--- config.mk ---
export PLATFORM = sky130hd
export DESIGN_NAME = ccip_intr_ctrl
export DESIGN_NICKNAME = d
export VERILOG_FILES = /design/src/rtl/ccip_if_pkg.sv /design/src/rtl/ccip_intr_ctrl.sv
export SDC_FILE = /design/constraint.sdc
export NUM_CORES = 1
export LEC_CHECK = 0
export ABC_AREA = 1
export CAP_MARGIN = 20
export CORE_AREA = 2 2 510 512
export DETAILED_ROUTE_END_ITERATION = 8
export DIE_AREA = 0 0 512 514
export PLACE_DENSITY_LB_ADDON = 0.12
export SYNTH_ARGS = -nofsm -noshare
export SYNTH_HDL_FRONTEND = slang
export SYNTH_SLANG_ARGS = --single-unit
--- constraint.sdc ---
create_clock -name Clk_400 -period 9.4 [get_ports Clk_400]
set_input_delay 1.88 -clock Clk_400 [delete_from_list [all_inputs] [get_ports Clk_400]]
set_output_delay 1.88 -clock Clk_400 [all_outputs]
set_load 0.02 [all_outputs]
--- src/rtl/ccip_if_pkg.sv ---
// Minimal CCI-P channel type definitions used by the interrupt controller.
// Only the header fields the controller reads or drives are broken out; the
// rest is kept as reserved padding so the structs keep a CCI-P-like shape.
package ccip_if_pkg;

  typedef enum logic [3:0] {
    eREQ_WRLINE_I = 4'h0,
    eREQ_WRLINE_M = 4'h1,
    eREQ_WRPUSH_I = 4'h2,
    eREQ_WRFENCE  = 4'h4,
    eREQ_INTR     = 4'h6
  } t_ccip_c1_req;

  typedef enum logic [3:0] {
    eRSP_WRLINE  = 4'h0,
    eRSP_WRFENCE = 4'h4,
    eRSP_INTR    = 4'h6
  } t_ccip_c1_rsp;

  typedef struct packed {
    logic [15:0] address;
    logic [1:0]  length;
    logic        rsvd;
    logic [8:0]  tid;
  } t_ccip_c0_ReqMmioHdr;

  typedef struct packed {
    t_ccip_c0_ReqMmioHdr hdr;
    logic [511:0]        data;
    logic                rspValid;
    logic                mmioRdValid;
    logic                mmioWrValid;
  } t_if_ccip_c0_Rx;

  typedef struct packed {
    logic [13:0]  rsvd1;
    t_ccip_c1_rsp resp_type;
    logic [3:0]   rsvd0;
    logic [1:0]   id;
  } t_ccip_c1_RspIntrHdr;

  typedef struct packed {
    t_ccip_c1_RspIntrHdr hdr;
    logic                rspValid;
  } t_if_ccip_c1_Rx;

  typedef struct packed {
    logic           c0TxAlmFull;
    logic           c1TxAlmFull;
    t_if_ccip_c0_Rx c0;
    t_if_ccip_c1_Rx c1;
  } t_if_ccip_Rx;

  typedef struct packed {
    logic [73:0] hdr;
    logic        valid;
  } t_if_ccip_c0_Tx;

  typedef struct packed {
    logic [5:0]   rsvd1;
    t_ccip_c1_req req_type;
    logic [61:0]  rsvd0;
    logic [1:0]   id;
  } t_ccip_c1_ReqIntrHdr;

  typedef struct packed {
    t_ccip_c1_ReqIntrHdr hdr;
    logic [511:0]        data;
    logic                valid;
  } t_if_ccip_c1_Tx;

  typedef struct packed {
    logic [8:0] tid;
  } t_ccip_c2_RspMmioHdr;

  typedef struct packed {
    t_ccip_c2_RspMmioHdr hdr;
    logic                mmioRdValid;
    logic [63:0]         data;
  } t_if_ccip_c2_Tx;

  typedef struct packed {
    t_if_ccip_c0_Tx c0;
    t_if_ccip_c1_Tx c1;
    t_if_ccip_c2_Tx c2;
  } t_if_ccip_Tx;

endpackage

--- src/rtl/ccip_intr_ctrl.sv ---
// Multi-vector CCI-P user-interrupt controller AFU.
// Software raises vectors through MMIO (TRIGGER), vectors are held by MASK and
// by their own in-flight request, and a round-robin arbiter issues at most one
// eREQ_INTR per cycle on c1. Each vector retires on its matching eRSP_INTR.
// Ports:
//   Clk_400        core clock
//   SoftReset      asynchronous active-high reset
//   cp2af_sRxPort  c0 MMIO requests, c1 interrupt responses, c1TxAlmFull
//   af2cp_sTxPort  c1 interrupt requests, c2 MMIO read responses, c0 idle
module ccip_intr_ctrl
  import ccip_if_pkg::*;
#(
  parameter int unsigned NUM_VECTORS = 4,
  parameter logic [63:0] AFU_ID_H    = 64'h850A_DCC2_6CEB_4B23,
  parameter logic [63:0] AFU_ID_L    = 64'h9722_D433_75B6_1C67
) (
  input  logic        Clk_400,
  input  logic        SoftReset,
  input  t_if_ccip_Rx cp2af_sRxPort,
  output t_if_ccip_Tx af2cp_sTxPort
);

  // Vector state is kept 4 bits wide; bits at or above NUM_VECTORS never set.
  localparam logic [3:0]  VecMask     = 4'((1 << NUM_VECTORS) - 1);
  localparam logic [63:0] Dfh         = {4'h1, 19'h0, 1'b1, 40'h0};
  localparam logic [15:0] AddrDfh     = 16'h0000;
  localparam logic [15:0] AddrIdL     = 16'h0002;
  localparam logic [15:0] AddrIdH     = 16'h0004;
  localparam logic [15:0] AddrScratch = 16'h0020;
  localparam logic [15:0] AddrTrigger = 16'h0028;
  localparam logic [15:0] AddrMask    = 16'h0030;
  localparam logic [15:0] AddrStatus  = 16'h0032;
  localparam logic [15:0] AddrSentCnt = 16'h0038;
  localparam logic [15:0] AddrAckCnt  = 16'h003A;

  logic [3:0]  pending_q, pending_d, mask_q, mask_d, inflight_q, inflight_d;
  logic [63:0] scratch_q, scratch_d;
  logic [31:0] sent_cnt_q, sent_cnt_d, ack_cnt_q, ack_cnt_d;
  logic [1:0]  rr_q, rr_d;
  t_if_ccip_Tx tx_q, tx_d;

  t_ccip_c0_ReqMmioHdr mmio_hdr;
  logic [63:0]         wr_data;
  logic [3:0]          wr_vec;
  logic [63:0]         rd_data;

  assign mmio_hdr = cp2af_sRxPort.c0.hdr;
  assign wr_data  = cp2af_sRxPort.c0.data[63:0];
  assign wr_vec   = wr_data[3:0] & VecMask;

  logic unused_rx;
  assign unused_rx = ^{cp2af_sRxPort.c0TxAlmFull, cp2af_sRxPort.c0.rspValid,
                       cp2af_sRxPort.c0.data[511:64], mmio_hdr.length, mmio_hdr.rsvd,
                       cp2af_sRxPort.c1.hdr.rsvd1, cp2af_sRxPort.c1.hdr.rsvd0};

  // Round-robin search starting at rr_q; one wrap-around subtraction suffices
  // because both rr_q and the offset are below NUM_VECTORS.
  logic [3:0] elig;
  logic       grant_vld;
  logic [1:0] grant_idx;
  logic [2:0] cand;
  logic [2:0] rr_nxt;
  logic       issue;

  always_comb begin
    elig      = pending_q & ~mask_q & ~inflight_q;
    grant_vld = 1'b0;
    grant_idx = '0;
    cand      = '0;
    for (int i = 0; i < int'(NUM_VECTORS); i++) begin
      cand = {1'b0, rr_q} + 3'(i);
      if (cand >= 3'(NUM_VECTORS)) cand = cand - 3'(NUM_VECTORS);
      if (!grant_vld && elig[cand[1:0]]) begin
        grant_vld = 1'b1;
        grant_idx = cand[1:0];
      end
    end
    rr_nxt = {1'b0, grant_idx} + 3'd1;
    if (rr_nxt == 3'(NUM_VECTORS)) rr_nxt = '0;
  end

  assign issue = grant_vld & ~cp2af_sRxPort.c1TxAlmFull;

  // Responses only count against a vector that actually has a request out.
  logic rsp_hit;
  assign rsp_hit = cp2af_sRxPort.c1.rspValid &&
                   (cp2af_sRxPort.c1.hdr.resp_type == eRSP_INTR) &&
                   inflight_q[cp2af_sRxPort.c1.hdr.id];

  // Later assignments win: a trigger landing on the issue cycle re-arms.
  always_comb begin
    pending_d  = pending_q;
    mask_d     = mask_q;
    inflight_d = inflight_q;
    scratch_d  = scratch_q;
    sent_cnt_d = sent_cnt_q;
    ack_cnt_d  = ack_cnt_q;
    rr_d       = rr_q;
    if (issue) begin
      pending_d  = pending_d & ~(4'b0001 << grant_idx);
      inflight_d = inflight_d | (4'b0001 << grant_idx);
      sent_cnt_d = sent_cnt_q + 32'd1;
      rr_d       = rr_nxt[1:0];
    end
    if (rsp_hit) begin
      inflight_d = inflight_d & ~(4'b0001 << cp2af_sRxPort.c1.hdr.id);
      ack_cnt_d  = ack_cnt_q + 32'd1;
    end
    if (cp2af_sRxPort.c0.mmioWrValid) begin
      case (mmio_hdr.address)
        AddrScratch: scratch_d = wr_data;
        AddrTrigger: pending_d = pending_d | wr_vec;
        AddrMask:    mask_d    = wr_vec;
        AddrStatus:  pending_d = pending_d & ~wr_vec;
        default:     ;
      endcase
    end
  end

  always_comb begin
    case (mmio_hdr.address)
      AddrDfh:     rd_data = Dfh;
      AddrIdL:     rd_data = AFU_ID_L;
      AddrIdH:     rd_data = AFU_ID_H;
      AddrScratch: rd_data = scratch_q;
      AddrTrigger: rd_data = {60'h0, pending_q};
      AddrMask:    rd_data = {60'h0, mask_q};
      AddrStatus:  rd_data = {52'h0, inflight_q, 4'h0, pending_q};
      AddrSentCnt: rd_data = {32'h0, sent_cnt_q};
      AddrAckCnt:  rd_data = {32'h0, ack_cnt_q};
      default:     rd_data = '0;
    endcase
  end

  // Whole Tx port is registered; every non-issue / non-read cycle is all-zero.
  always_comb begin
    tx_d = '0;
    if (issue) begin
      tx_d.c1.valid        = 1'b1;
      tx_d.c1.hdr.req_type = eREQ_INTR;
      tx_d.c1.hdr.id       = grant_idx;
    end
    if (cp2af_sRxPort.c0.mmioRdValid) begin
      tx_d.c2.mmioRdValid = 1'b1;
      tx_d.c2.hdr.tid     = mmio_hdr.tid;
      tx_d.c2.data        = rd_data;
    end
  end

  always_ff @(posedge Clk_400 or posedge SoftReset) begin
    if (SoftReset) begin
      pending_q  <= '0;
      mask_q     <= '0;
      inflight_q <= '0;
      scratch_q  <= '0;
      sent_cnt_q <= '0;
      ack_cnt_q  <= '0;
      rr_q       <= '0;
      tx_q       <= '0;
    end else begin
      pending_q  <= pending_d;
      mask_q     <= mask_d;
      inflight_q <= inflight_d;
      scratch_q  <= scratch_d;
      sent_cnt_q <= sent_cnt_d;
      ack_cnt_q  <= ack_cnt_d;
      rr_q       <= rr_d;
      tx_q       <= tx_d;
    end
  end

  assign af2cp_sTxPort = tx_q;

endmodule
== Word-level counts from Yosys, hierarchy flattened ==
Index checks and enable logic that the tools add are counted.
Cells by class
  mux-type cells: 33
  equality and inequality tests: 10
  reductions and logical operators: 11
  magnitude comparators: 9
  bitwise operators: 14
  shifts and indexed selects: 2
  add/sub/neg operators: 10
Operators by type and width (count)
  64-bit case mux with 9 select lines: 1
  16-bit by 6-bit equality test with 1-bit output (second input constant): 6
  74-bit two-way mux: 1
  32-bit by 1-bit adder with 32-bit output (second input constant): 2
  4-bit bitwise AND: 5
  2-bit two-way mux: 10
  4-bit inverter: 5
  16-bit by 2-bit equality test with 1-bit output (second input constant): 1
  16-bit by 3-bit equality test with 1-bit output (second input constant): 1
  16-bit zero test: 1
  4-bit two-way mux: 4
  2-bit by 3-bit < comparator with 1-bit output (second input constant): 5
  1-bit binary-select mux with 2-bit select: 5
  1-bit two-way mux: 10
  3-bit >= comparator (second input constant): 3
  4-bit bitwise OR: 2
  4-bit case mux with 2 select lines: 1
  1-bit by 2-bit << shifter with 4-bit output (first input constant): 2
  2-bit by 1-bit subtractor with 2-bit output (second input constant): 4
  2-bit by 1-bit adder with 3-bit output (second input constant): 2
  2-bit by 2-bit adder with 3-bit output (second input constant): 2
  1-bit logical AND: 5
  4-bit by 3-bit equality test with 1-bit output (second input constant): 1
  2-bit AND reduction: 2
  other kinds (6): 8
Storage, ports and cells
  bits in registers: 223
  input port bits: 572
  logic and storage cells: 102
  output and inout bits: 736

== Longest topological paths before layout ==
  depth in word-level cells: 22
  mapped depth: 14
  gate-level depth less buffers: 14

== Worst setup path after synthesis ==
Ideal clock, no wire load.
  kind: in2reg
  start: input port cp2af_sRxPort[560] in the netlist's numbering
  end: register scratch_q[10]
  library setup time: 0.125 ns
  slack: 6.013 ns
  required time: 9.275 ns
  buffers on the path: 2
  arrival time: 3.262 ns
  cell stages on the path: 11
  path through: nor2_1 -> nand2_1 -> nor2_4 -> nand2_1 -> a21oi_2 -> nand2_1 -> inv_2 -> nand2_4 -> buf_6 -> buf_6 -> mux2_4
On the way
  longest elaborated chain between the ends: 2
Ends and longest elaborated chain
  start, declared: line ccip_intr_ctrl.sv:19  | input t_if_ccip_Rx cp2af_sRxPort,
  16-bit by 6-bit equality test with 1-bit output: line ccip_intr_ctrl.sv:110  | case (mmio_hdr.address)
  2-bit AND reduction (no source line)
  end signal, assigned: line ccip_intr_ctrl.sv:164  | scratch_q <= scratch_d;
  end, declared: line ccip_intr_ctrl.sv:37  | logic [63:0] scratch_q, scratch_d;
Every way passes these cells.
A chain may end at the register's enable or synchronous reset.

==> flow_metrics.tcl <==
set metrics [dict create \
    outcome "complete, no violations" \
    regToRegSetupSlack_ps 6350 \
    worst_slew_pin_slew_ps 940 \
    critical_path_class "primary input to flip-flop" \
    clockBufferDepth 3 \
    cap_violations 0 \
    drive_gt1_share_pct 7.02 \
    rsz0062_at_grt "no" \
    yosys.area.top_type_share_pct 36.0 \
    postCtsHoldBufs 0 \
    hp-class "flip-flop to flip-flop" \
    synth_cell_types 46 \
    cts_tree "yes" \
    synth_common_cells "buf_4 (662), nand2_1 (220), dfrtp_1 (219)" \
    drc_errors 0 \
    final_util_pct 7.66 \
    ys_ff_latch 219 \
    tns_ps 0 \
    yosysTopAreaCell "dfrtp_1" \
    die_h_um 514 \
    hold_depth 2 \
    synth-main-ff-cell "dfrtp_1" \
    end_kind "flip-flop" \
    ys_seq_area_share_pct 36.0 \
    power_density_nw_per_um2 134 \
    ios 1308 \
    nFillCells 30295 \
    multi_input_area_um2 6670 \
    grt_pass1_vias 9495 \
    dp.final_hpwl_um 44700 \
    grt_start_max_net_pins 107 \
    yosys.area_share.simple_pct 14.1 \
    holdPathEnd "scratch_q[3]" \
    cp_max_fo 19 \
    synthCells 1778 \
    timing.rr.start "rr_q[0]" \
    ant_nets 0 \
    critPathRequiredTime_ps 9860 \
    vias 10244 \
    cts.sinks 219 \
    skew_ps 13.9 \
    drv_slew 0 \
    diodes 0 \
    max_freq_mhz 204 \
    avgSynthCellArea_um2 8.57 \
    grt_pass1_wl_um 78900 \
    wl_um 58600 \
    rows 187 \
    reg2reg_to "pending_q[3]" \
    worstPathArrival_ps 5360 \
    core_um2 258000 \
    finalSetupViolCount 0 \
    port_buffers 179 \
    finalCriticalPeriod_ps 4900 \
    ir_drop_mv 0.0862 \
    cts-root-buf "clkbuf_16" \
    synth_compound_area_share_pct 4.88 \
    antenna_found_initial 14 \
    clk_pin_slew_ps 60 \
    synthArstFlopShare_pct 100 \
    yosysMostFrequentCell "buf_4" \
    cts_resized 0 \
    yosys-top-cells-area "dfrtp_1 (36%), buf_4 (33%), nand2_1 (5.4%)" \
    min_period_over_period_pct 52.1 \
    synth_xor_xnor_area_share_pct 3.55 \
    ff_latch_area_um2 5480 \
    synth_area_um2 15200 \
    htree_levels 2 \
    die_x_um 512 \
    cp-start-kind "primary input" \
    vias_per_cell 1.90 \
    globalplace.congestion 0.684 \
    yosys_warnings 0 \
    wl_per_cell_um 10.9 \
    fin_nets 2539 \
    synth-edff-count 0 \
    synth_top_family_by_area "buffers and inverters" \
    grt_overflow_total 0 \
    worstRegToRegCells 12 \
    start_util_pct 5.91 \
    hold_viol 0 \
    post_cts_buffers 0 \
    area_growth_pct 29.8 \
    relSlewSlack_pct 37.2 \
    hold_start "scratch_q[3]" \
    p_leak_nw 8.48 \
    track_usage_pct 4.22 \
    clock_latency_ps 550 \
    synth_fa_ha_area_share_pct 0.246 \
    drtIter0Drc 365 \
    die-area_um2 263000 \
    dr.pass1.iters 4 \
    numCtsBuffers 34 \
    muxShareOfSynthArea_pct 4.73 \
]
==> cell families after synthesis <==
logic type	after synthesis
multiplexers	60
AO/OA/AOI/OAI	129
flip-flops	219
XOR/XNOR	60
buffers and inverters	810
AND/OR/NAND/NOR	496
other	1
adder cells (fa/ha/maj)	3
==> metrics by stage <==
step	cells	total power, mW	area, µm²	setup WS (ps)	hold WS (ps)
after floorplan	2434	1.50	17700	1530	453
after global placement	5330	1.38	18700	3530	475
after detailed placement	5330	1.38	18700	3580	478
after CTS	5383	2.74	19800	4210	493
after global routing	5383	2.79	19800	4060	499
final	5383	2.64	19800	4500	486
==> layer usage <==
metal  vias to the layer above  part of all wire, %  global-route usage, %
met4                         6                  1.8                  0.974
met3                        66                  6.7                  0.942
met1                      4865                   44                   5.49
li1                       4710                    -                      -
met2                       597                   47                   7.02
met5                         -                0.067                      0
==> worst max-delay path: stages <==
cell	delay, ps
clkdlybuf4s50_1	410
nor2_2	350
inv_2	60
nor3_2	270
inv_2	90
nor3_1	190
nand3_1	720
nand2_2	830
nor2_1	180
o21a_1	160
a21oi_1	200
==> power breakdown <==
group | internal (mW) | switching, mW
registers | 0.966 | 0.0177
logic | 0.0629 | 0.321
clock network | 0.756 | 0.520
==> state kept, by name (all words and copies together), names as in the netlist <==
name and flops:
pending_q 4, ack_cnt_q 32, rr_q 2, af2cp_sTxPort 77, scratch_q 64, inflight_q 4, sent_cnt_q 32, mask_q 4
==> layout make-up <==
cell class	count	share of cell area, %
multi-input cells	1405	33.7
flip-flops and latches	219	27.7
well taps	3402	21.5
repair buffers	190	9.54
clock buffers	47	4.80
inverters	114	2.20
clock inverters	6	0.500
==> layout by cell type, fill, tap and decap left out, drive strengths merged, types with 10 or more instances in the layout <==
master	instances
a21oi	51
nor4	14
nor2	134
o211ai	10
buf	11
o21ai	39
clkbuf	47
nand3	63
inv	116
nor3	28
mux2	60
nand2	222
nand4	27
conb	657
xor2	53
o22ai	10
dfrtp	219
clkdlybuf4s50	179
==> worst max-delay path by stage <==
stage	start	end	slack, ps	cells after the start
final	cp2af_sRxPort[559]	af2cp_sTxPort[0]	4500	11
after global routing	cp2af_sRxPort[559]	af2cp_sTxPort[0]	4060	11
after CTS	cp2af_sRxPort[559]	af2cp_sTxPort[0]	4210	11
after detailed placement	cp2af_sRxPort[559]	af2cp_sTxPort[0]	3580	11
after global placement	cp2af_sRxPort[559]	af2cp_sTxPort[0]	3530	11
after floorplan	SoftReset	ack_cnt_q[0]	1530	1
Note: power is estimated with default switching activity, not from simulation.
